--- src/rtl/dds_pkg.sv ---
// Shared constants and state encoding for the DDS arithmetic blocks.
// Holds the default operand width and the multiplier FSM states.
package dds_pkg;

  localparam int DATA_WIDTH_DEF = 64;

  typedef enum logic {
    IDLE = 1'b0,
    CALC = 1'b1
  } mul_state_t;

endpackage

--- src/rtl/mul_64_64_seq.sv ---
// Sequential unsigned multiplier, radix-2 shift-add, one bit per cycle.
// Ports: sys_clk, sys_rst_n, start, mult_a, mult_b -> busy, done, product.
module mul_64_64_seq
  import dds_pkg::*;
#(
  parameter int DATA_WIDTH = DATA_WIDTH_DEF
) (
  input  logic                    sys_clk,
  input  logic                    sys_rst_n,
  input  logic                    start,
  input  logic [DATA_WIDTH-1:0]   mult_a,
  input  logic [DATA_WIDTH-1:0]   mult_b,
  output logic                    busy,
  output logic                    done,
  output logic [2*DATA_WIDTH-1:0] product
);

  localparam int PW    = 2 * DATA_WIDTH;
  localparam int CNT_W = $clog2(DATA_WIDTH) + 1;
  localparam logic [CNT_W-1:0] LAST = CNT_W'(DATA_WIDTH - 1);

  mul_state_t          state;
  logic [PW-1:0]         acc;
  logic [PW-1:0]         mcand;
  logic [DATA_WIDTH-1:0] mplier;
  logic [CNT_W-1:0]      cnt;

  // Partial product for the current multiplier bit.
  logic [PW-1:0] addend;
  logic [PW-1:0] acc_nxt;

  always_comb begin
    addend  = mplier[0] ? mcand : '0;
    acc_nxt = acc + addend;
  end

  always_ff @(posedge sys_clk or negedge sys_rst_n) begin
    if (!sys_rst_n) begin
      state   <= IDLE;
      busy    <= 1'b0;
      done    <= 1'b0;
      product <= '0;
      acc     <= '0;
      mcand   <= '0;
      mplier  <= '0;
      cnt     <= '0;
    end else begin
      done <= 1'b0;
      unique case (state)
        IDLE: begin
          if (start) begin
            state  <= CALC;
            busy   <= 1'b1;
            mcand  <= PW'(mult_a);
            mplier <= mult_b;
            acc    <= '0;
            cnt    <= '0;
          end
        end
        CALC: begin
          acc    <= acc_nxt;
          mcand  <= mcand << 1;
          mplier <= mplier >> 1;
          cnt    <= cnt + CNT_W'(1);
          // Last bit: publish the finished sum directly.
          if (cnt == LAST) begin
            state   <= IDLE;
            busy    <= 1'b0;
            done    <= 1'b1;
            product <= acc_nxt;
          end
        end
        default: state <= IDLE;
      endcase
    end
  end

endmodule

--- config.mk ---
export PLATFORM = sky130hd
export DESIGN_NAME = mul_64_64_seq
export DESIGN_NICKNAME = d
export VERILOG_FILES = /design/src/rtl/dds_pkg.sv /design/src/rtl/mul_64_64_seq.sv
export SDC_FILE = /design/constraint.sdc
export NUM_CORES = 1
export LEC_CHECK = 0
export BUFFER_PORTS_ARGS = -buffer_cell sky130_fd_sc_hd__buf_2
export CAP_MARGIN = 30
export CELL_PAD_IN_SITES_DETAIL_PLACEMENT = 1
export CELL_PAD_IN_SITES_GLOBAL_PLACEMENT = 2
export CORE_UTILIZATION = 25
export CTS_CLUSTER_DIAMETER = 100
export DETAILED_ROUTE_END_ITERATION = 10
export GPL_ROUTABILITY_DRIVEN = 1
export PLACE_DENSITY_LB_ADDON = 0.3
export RECOVER_POWER = 25
export SLEW_MARGIN = 10
export SYNTH_ARGS = -nofsm -noshare
export SYNTH_HDL_FRONTEND = slang
export SYNTH_SLANG_ARGS = --single-unit
--- constraint.sdc ---
create_clock -name sys_clk -period 4.3 [get_ports sys_clk]
set_clock_uncertainty 0.15 [all_clocks]
set_input_delay 0.215 -clock sys_clk [delete_from_list [all_inputs] [get_ports sys_clk]]
set_output_delay 0.215 -clock sys_clk [all_outputs]
set_load 0.01 [all_outputs]
==> results_dict.tcl, run 1 <==
set metrics [dict create \
    outcome "finished with violations" \
    violations "max-capacitance violations, max-slew violations" \
    mostFrequentLayoutCells "nand2_1, dfrtp_1, buf_4" \
    async_flop_share_pct 100 \
    clockRootBuffer "clkbuf_16" \
    crit-reg2reg-launch "mplier[0]$_DFFE_PN0P_" \
    setup_viol 0 \
    finalPower_mw 30.6 \
    tritoncts "built" \
    hold_violations 0 \
    grt_overflow 0 \
    layout_commonest_cell "nand2_1" \
    combPwrFrac_pct 59.8 \
    port_buffers 260 \
    fp.dieArea_sq_um 109000 \
    cts.path.max_buffers 3 \
    end_kind "flop" \
    core_area_sq_um 107000 \
    num_vias 24700 \
    synth_cells 3093 \
    grt_util_all_layers_pct 18.1 \
    dp_hpwl_mm 73.2 \
    startpoint "mplier[0]$_DFFE_PN0P_" \
    hold_class "in -> reg" \
    yosysTopAreaCellShare_pct 42.5 \
    finalCritPeriodShare_pct 98.7 \
    clkTransAtPathRegs_ps 60 \
    ys_warn_count 0 \
    detail-route-antenna-nets 0 \
    area_delta_synth_final_pct 32.9 \
    drc 0 \
    tns_ps 0 \
    cts.sinks 458 \
    num_rows 120 \
    synthesis.nets 3353 \
    nets 3987 \
    drt-wirelength-per-cell_microns 18.9 \
    relSlewSlack_pct -69.0 \
    grt_pass1_wl_mm 156 \
    finalWirelength_mm 97.9 \
    ioPinCount 261 \
    rsz0062_at_grt "true" \
    crit_fanout 3 \
    vdd_drop_max_v 0.000366 \
    power_leakage_nw 17.7 \
    drive_gt1_share_pct 22.0 \
    synthFlopType "dfrtp_1" \
    fin_crit_ps 4250 \
    power_frac_seq_pct 24.2 \
    yosysTopAreaCell "dfrtp_1" \
    gp_congestion 0.854 \
    power.density_nw_per_um2 854 \
    synth_seq_cells 458 \
    numCtsBuffers 57 \
    cp-start-kind "flop" \
    report.final.slew_viol_count 92 \
    max_slew.worst_pin.slew_ps 2540 \
    min-delay-start "mult_b[63]" \
    start_util_pct 25.2 \
    first_global_vias 26600 \
    path_class "reg -> reg" \
    syn_area_per_cell_sq_um 8.73 \
    finalWorstSetupSlack_ps 54.6 \
    grt_antenna_before_repair 8 \
    via_per_inst 4.78 \
    die_w_microns 331 \
    first_pass_iters 5 \
    crit_required_ps 4690 \
    htree_levels 2 \
    synth-edff-count 0 \
    fmax_mhz 236 \
    internal_power_mw 17.3 \
    fin_util_pct 33.5 \
    arrival_ps 4630 \
    clock_latency_ps 660 \
    synthesis.area_sq_um 27000 \
    drt_iter0_drc 1023 \
    p_sw_mw 13.3 \
    ys_seq_area_share_pct 42.5 \
    clkPwrFrac_pct 16.0 \
    grt_max_degree 176 \
    synth_area_leaders "dfrtp_1, nand2_1, ha_1, o21ai_0, mux2i_1" \
    place_ws_ps -74.9 \
    die_h_microns 331 \
    switching_share_pct 43.5 \
    synth.distinct_cells 74 \
    cap_violations 1 \
]
==> sequential cells by signal, indices dropped and copies added (netlist names) <==
signal / count
product: 128
acc: 128
mcand: 128
cnt: 7
mplier: 64
done: 1
state: 1
busy: 1
==> cells in the mapped netlist, types with 8 or more instances <==
| library cell | count |
|---|---|
| mux2i_1 | 132 |
| o21bai_1 | 36 |
| nand4_1 | 52 |
| o21a_1 | 16 |
| nor2_1 | 113 |
| nor3_1 | 25 |
| dfrtp_1 | 458 |
| clkbuf_1 | 161 |
| o21ai_0 | 317 |
| a22o_1 | 118 |
| nand3_1 | 26 |
| a21boi_0 | 12 |
| nand2_1 | 734 |
| and2_1 | 134 |
| a31oi_1 | 13 |
| nand2b_1 | 11 |
| ha_1 | 128 |
| buf_1 | 15 |
| a21oi_1 | 202 |
| xor2_1 | 43 |
| a21o_1 | 60 |
| mux2_2 | 18 |
| nor2b_1 | 8 |
| o31ai_1 | 10 |
| xnor2_1 | 83 |
| inv_1 | 40 |
| and3_1 | 10 |
==> path summary, 6_finish.rpt <==
kind                                             to  slack, ps  cells after the start
max in group asynchronous     mplier[0]$_DFFE_PN0P_        680                      3
min in group asynchronous  product[112]$_DFFE_PN0P_        730                      2
max                        product[114]$_DFFE_PN0P_         50                     16
min                          mplier[63]$_DFFE_PN0P_        190                      4
max reg2reg                product[114]$_DFFE_PN0P_         50                     16
min reg2reg                 product[93]$_DFFE_PN0P_        320                      2
==> routing by layer <==
metal  track usage, %  wire (microns)  vias to the layer above
met5                0              46                        -
met4             3.58            1670                        8
met3             3.75            4370                      101
met2             29.3           45000                      342
met1             24.9           46800                    12200
li1                 -               -                    12100
==> final cells by class <==
cell class                      count  area (sq um)
Tap cell                         1403          1760
Clock buffer                       79          1640
Timing Repair Buffer              758          5560
Multi-Input combinational cell   2411         15000
Fill cell                       12500         71200
Inverter                           41           156
Antenna cell                        2          5.00
Clock inverter                     27           254
Sequential cell                   458         11500
==> critical path, cell delays in order (launching register included) <==
cell and delay, ps:
dfrtp_2 390, and2_4 150, ha_4 120, inv_1 50, fa_2 330, and2b_1 230, o2111ai_2 180, a211o_1 370
a31oi_4 220, a21oi_2 100, o21a_4 220, o31a_1 340, or4_4 540, o21ai_4 210, a211oi_2 100, xnor2_1 150
mux2_4 260
==> cells by family (layout without fill, tap and decap cells) <==
kind of cell	count (synthesis)	in the layout	synth area share, %
buffers and inverters	224	905	3.15
other	0	2	0
AOI/OAI and AO/OA	865	865	20.2
muxes	150	150	5.65
adders and majority gates	129	129	6.01
and+or+nand+nor	1141	1141	18.5
DFF	458	458	42.5
xor gates and xnor gates	126	126	4.09
==> power by group through the flow <==
stage          clock network, mW  logic [mW]  registers [mW]
4_1_cts                     5.08        18.2            7.44
3_3_place_gp                   0        17.8            7.46
5_1_grt                     5.22        20.4            7.68
2_1_floorplan                  0        10.3            7.26
3_5_place_dp                   0        18.0            7.46
6_report                    4.89        18.3            7.42
==> stage by stage <==
step                      hold WS [ps]  instance area, sq um  std cells
after floorplan                   -231                 27000       3093
after detailed placement           189                 32200       4926
after global routing               187                 35900       5179
final                              191                 35900       5179
after CTS                         59.5                 35600       5171
after global placement             189                 32200       4925
==> timing repair <==
| item | in CTS | in global routing |
|---|---|---|
| endpoints found under the hold margin | 257 | 0 |
| hold buffers | 139 | 0 |
| resized for setup | 15 | 72 |
| endpoints found under the setup margin | 22 | 74 |
| pin swaps | 1 | 21 |
| setup buffers | 0 | 5 |
Note: power is estimated with default switching activity, not from simulation.
==> run 2, diff against run 1 <==
- PLACE_DENSITY_LB_ADDON: 0.3 -> 0.05
- SLEW_MARGIN: 10 -> unset
- TNS_END_PERCENT: unset -> 1
==> run 2 against run 1 <==
  * The flow finishes with violations (max-capacitance violations, max-slew violations, negative setup slack)
  * First-iteration DRC count shrank 4.1%
  * Largest power group unchanged
  * Combinational power grew 5%
  * Largest cell class unchanged
  * Total power up 3.8%
  * Critical path depth up 1
  * Maximum frequency down 3.4%
  * Sequential power rose by 1%
==> results_dict.tcl, run 2 (same netlist as run 1, synthesis figures left out) <==
set metrics [dict create \
    outcome "finished with violations" \
    violations "max-capacitance violations, max-slew violations, negative setup slack" \
    dp_hpwl_mm 79.5 \
    nets 4065 \
    setup_viol 6 \
    die_h_microns 331 \
    fmax_mhz 228 \
    fin_cells 5256 \
    power.density_nw_per_um2 865 \
    drc 0 \
    finalCritPeriodShare_pct 102 \
    first_pass_iters 5 \
    fin_crit_ps 4390 \
    crit_fanout 3 \
    placed_cells 4994 \
    gp_congestion 0.878 \
    mostFrequentLayoutCells "nand2_1, dfrtp_1, buf_4" \
    hold_class "in -> reg" \
    via_per_inst 4.83 \
    area_delta_synth_final_pct 36.3 \
    num_rows 120 \
    grt_pass1_wl_mm 167 \
    fp.dieArea_sq_um 109000 \
    drt-wirelength-per-cell_microns 20.1 \
    rsz0062_at_grt "true" \
    cp-start-kind "flop" \
    end_kind "flop" \
    drt_iter0_drc 981 \
    path_class "reg -> reg" \
    htree_levels 2 \
    clock_latency_ps 670 \
    report.final.slew_viol_count 138 \
    grt_antenna_before_repair 10 \
    num_vias 25400 \
    crit_required_ps 4700 \
    port_buffers 260 \
    grt_util_all_layers_pct 19.5 \
    detail-route-antenna-nets 0 \
    largestRegisters "acc (128), mcand (128), product (128)" \
    max_slew.worst_pin.slew_ps 1700 \
    cap_violations 3 \
    layout_commonest_cell "nand2_1" \
    finalWorstSetupSlack_ps -94.4 \
    fin_util_pct 34.4 \
    finalWirelength_mm 106 \
    cts.sinks 458 \
    grt_overflow 0 \
    tritoncts "built" \
    hold_violations 0 \
    power_leakage_nw 17.7 \
    arrival_ps 4800 \
    cts.path.max_buffers 3 \
    start_util_pct 25.2 \
    die_w_microns 331 \
    ioPinCount 261 \
    grt_max_degree 205 \
    first_global_vias 27700 \
    core_area_sq_um 107000 \
    clockRootBuffer "clkbuf_16" \
    relSlewSlack_pct -13.6 \
    vdd_drop_max_v 0.000323 \
    numCtsBuffers 58 \
    clkTransAtPathRegs_ps 60 \
    drive_gt1_share_pct 21.2 \
]
[run 2: cell types whose count changed in the layout (fill, tap and decap cells not counted), sizes merged]
cell	delta
clkinvlp	-2
dlygate4sd3	+4
diode	+1
inv	+2
clkbuf	+120
clkinv	-4
bufinv	+2
buf	-46
[run 2: through the flow]
stage,total power [mW],TNS (ps),setup slack (ps),hold WS [ps],area (sq um)
3_3_place_gp,25.7,-21430,-640,122,32700
2_1_floorplan,17.5,0,11.4,-231,27000
3_5_place_dp,26.0,-17440,-494,128,32700
4_1_cts,31.9,-893,-138,166,36600
6_report,31.8,-279,-94.4,222,36800
5_1_grt,34.4,-3800,-267,218,36800
[run 2: worst max-delay path: stages, from the launching register on]
cell       delay (ps)
dfrtp_2           390
and2_4            150
ha_4              130
inv_2              40
fa_2              330
and2b_1           230
o2111ai_2         160
buf_4             170
a211o_4           350
a31oi_4           240
a21oi_4           110
o21a_4            250
o31a_1            310
or4_4             550
o21ai_4           180
a211oi_2           90
xnor2_1           170
mux2_4            280
[run 2: where the power goes]
group          leakage [nW]  switching (mW)  internal [mW]
Sequential             5.83            1.30           6.19
Combinational          10.9            10.5           8.65
Clock                 0.984            2.10           3.04
[run 2: final timing paths]
path	start	to	slack [ps]	cells past startpoint
max	mplier[0]$_DFFE_PN0P_	product[114]$_DFFE_PN0P_	-90	17
min in group asynchronous	sys_rst_n	product[67]$_DFFE_PN0P_	940	3
min	mult_b[63]	mplier[63]$_DFFE_PN0P_	220	4
max reg2reg	mplier[0]$_DFFE_PN0P_	product[114]$_DFFE_PN0P_	-90	17
min reg2reg	product[95]$_DFFE_PN0P_	product[95]$_DFFE_PN0P_	310	2
max in group asynchronous	sys_rst_n	mplier[3]$_DFFE_PN0P_	600	4
[run 2: cell type report]
class,count,area [sq um]
Antenna cell,3,7.51
Fill cell,12500,70300
Multi-Input combinational cell,2411,15400
Timing Repair Buffer,835,5990
Sequential cell,458,11500
Inverter,41,156
Clock inverter,25,285
Tap cell,1403,1760
Clock buffer,80,1690
[run 2: layer usage]
layer	share of wire, %	vias to the layer above	GRT usage, %	wire length (microns)
li1	-	12200	-	-
met1	49	12700	27.5	52000
met2	45	379	31.3	47800
met3	3.5	106	2.84	3710
met4	2.1	8	4.81	2260
met5	0.054	-	0	57
[run 2: what timing repair did]
item,4_1_cts,5_1_grt
endpoints found under the hold margin,304,0
hold buffers,144,0
setup buffers,8,3
gates resized for setup,75,82
endpoints found under the setup margin,101,94
pin swaps,21,31
==> run 3, diff against run 2 <==
- CTS_BUF_LIST: unset -> sky130_fd_sc_hd__clkbuf_8
- REMOVE_ABC_BUFFERS: unset -> 1
- SLEW_MARGIN: unset -> 10
==> run 3 against run 2 <==
  * Highest routed layer is now met4
  * The run still ends with max-capacitance violations, max-slew violations, negative setup slack left
  * Largest power group unchanged
  * Clock power decreased by 6.0%
  * Global-route usage fell by 0.32 points
  * Register-to-register slack gained 20 ps
  * Sequential power is 0.7% lower
==> results_dict.tcl, run 3 (same netlist as run 1, synthesis figures left out) <==
set metrics [dict create \
    outcome "finished with violations" \
    violations "max-capacitance violations, max-slew violations, negative setup slack" \
    first_pass_iters 5 \
    nets 4124 \
    worstPathCellList "buf_12, nand2_2, buf_4, fa_2, and2b_1, o2111ai_2, buf_4, a211o_1, a31oi_4, a21oi_2, o21a_4, o31a_1, or4_4, o21ai_4, a211oi_1, xnor2_1, mux2_2" \
    drt_iter0_drc 889 \
    n_fill_cell 12500 \
    start_util_pct 25.2 \
    largestRegisters "acc (128), mcand (128), product (128)" \
    port_buffers 260 \
    num_rows 120 \
    crit_top_cell "buf_4" \
    layout_commonest_cell "nand2_1" \
    arrival_ps 4850 \
    fp.dieArea_sq_um 109000 \
    relSlewSlack_pct -43.3 \
    wirelength_met1_mm 49.9 \
    grt_overflow 0 \
    fin_worst_hold_slack_ps 139 \
    fin_cells 5337 \
    cts.path.max_buffers 3 \
    die_h_microns 331 \
    path_class "reg -> reg" \
    finalWirelength_mm 104 \
    clockRootBuffer "clkbuf_8" \
    setup_viol 3 \
    num_vias 25500 \
    cap_violations 1 \
    power.density_nw_per_um2 847 \
    tns_ps -89.5 \
    clkTransAtPathRegs_ps 60 \
    cts.sinks 458 \
    crit_required_ps 4780 \
    dp_hpwl_mm 76.2 \
    end_kind "flop" \
    routed-wl-met2_mm 48.5 \
    fmax_mhz 229 \
    cp_slowest_stage_delay_ps 540 \
    placed_cells 5003 \
    dr_wl_met3_mm 3.12 \
    mostFrequentLayoutCells "nand2_1, dfrtp_1, buf_4" \
    grt_antenna_before_repair 4 \
    drt-wirelength-per-cell_microns 19.5 \
    crit_fanout 7 \
    drive_gt1_share_pct 24.9 \
    numCtsBuffers 94 \
    fin_util_pct 34.6 \
    cp-start-kind "flop" \
    core_area_sq_um 107000 \
    die_w_microns 331 \
    hold_class "in -> reg" \
    design_area_sq_um 37000 \
    grt_util_all_layers_pct 19.2 \
    finalCritPeriodShare_pct 102 \
    max_slew.worst_pin.slew_ps 2150 \
    htree_levels 3 \
    finalWorstSetupSlack_ps -76.0 \
    via_per_inst 4.78 \
    placed_area_sq_um 32800 \
    top_layer_used "met4" \
    grt_max_degree 150 \
    area_delta_synth_final_pct 37.2 \
    finalPower_mw 31.4 \
    gp_congestion 0.815 \
    power_leakage_nw 18.4 \
    slowest_stage "or4_4" \
    grt_pass1_wl_mm 164 \
    ioPinCount 261 \
    clock_latency_ps 740 \
    report.final.slew_viol_count 16 \
    hold_violations 0 \
    first_global_vias 28100 \
    rsz0062_at_grt "true" \
    fin_crit_ps 4380 \
    detail-route-antenna-nets 0 \
    vdd_drop_max_v 0.000249 \
    place_ws_ps -614 \
    drc 0 \
    tritoncts "built" \
]
run 3: cell types whose count changed in the layout (fill, tap and decap cells not counted), moves of 4 or more:
cell and delta:
clkinv_2 -5, buf_2 +123, dlygate4sd3_1 +16, clkbuf_16 -58, clkbuf_8 +110, clkbuf_1 -127
a21oi_1 -8, a21oi_2 +10, inv_1 +24, a21boi_1 -4, ha_1 +9, ha_4 -8
run 3: metal layers:
| metal | GRT usage (%) | up-vias |
|---|---|---|
| met2 | 32.0 | 344 |
| met5 | 0 | - |
| met4 | 4.67 | 0 |
| met3 | 2.97 | 135 |
| li1 | - | 12300 |
| met1 | 25.9 | 12700 |
run 3: timing repair:
item / 4_1_cts / 5_1_grt
pin swaps: 19 / 12
hold buffers: 160 / 0
endpoints found under the setup margin: 109 / 96
setup buffers: 5 / 1
cloned: 2 / 0
hold endpoints to repair: 452 / 0
gates resized for setup: 56 / 86
run 3: worst paths after layout:
check / from / end / slack (ps) / cells past startpoint
max: mplier[0]$_DFFE_PN0P_ / product[114]$_DFFE_PN0P_ / -80 / 17
min: mult_b[63] / mplier[63]$_DFFE_PN0P_ / 140 / 4
max reg2reg: mplier[0]$_DFFE_PN0P_ / product[114]$_DFFE_PN0P_ / -80 / 17
min reg2reg: product[124]$_DFFE_PN0P_ / product[124]$_DFFE_PN0P_ / 310 / 2
max in group asynchronous: sys_rst_n / state$_DFF_PN0_ / 560 / 4
min in group asynchronous: sys_rst_n / product[83]$_DFFE_PN0P_ / 1090 / 3
run 3: layout make-up:
class | instances | area (sq um) | area share, %
Multi-Input combinational cell | 2411 | 15300 | 41.3
Tap cell | 1403 | 1760 | 4.74
Clock buffer | 126 | 1730 | 4.68
Clock inverter | 36 | 214 | 0.578
Antenna cell | 4 | 10.0 | 0.0270
Timing Repair Buffer | 858 | 6390 | 17.3
Inverter | 41 | 159 | 0.429
Sequential cell | 458 | 11500 | 31.0
run 3: critical path, delay by kind of cell (launching register included):
| family | cells | cell delay (ps) |
|---|---|---|
| AOI/OAI and AO/OA | 8 | 1540 |
| xor gates and xnor gates | 1 | 140 |
| muxes | 1 | 270 |
| DFF | 1 | 500 |
| buffers and inverters | 3 | 460 |
| and+or+nand+nor | 3 | 830 |
| adders and majority gates | 1 | 360 |
run 3: power by group:
group          switching (mW)  internal [mW]
Combinational            10.3           8.83
Clock                    2.12           2.71
Sequential               1.26           6.20
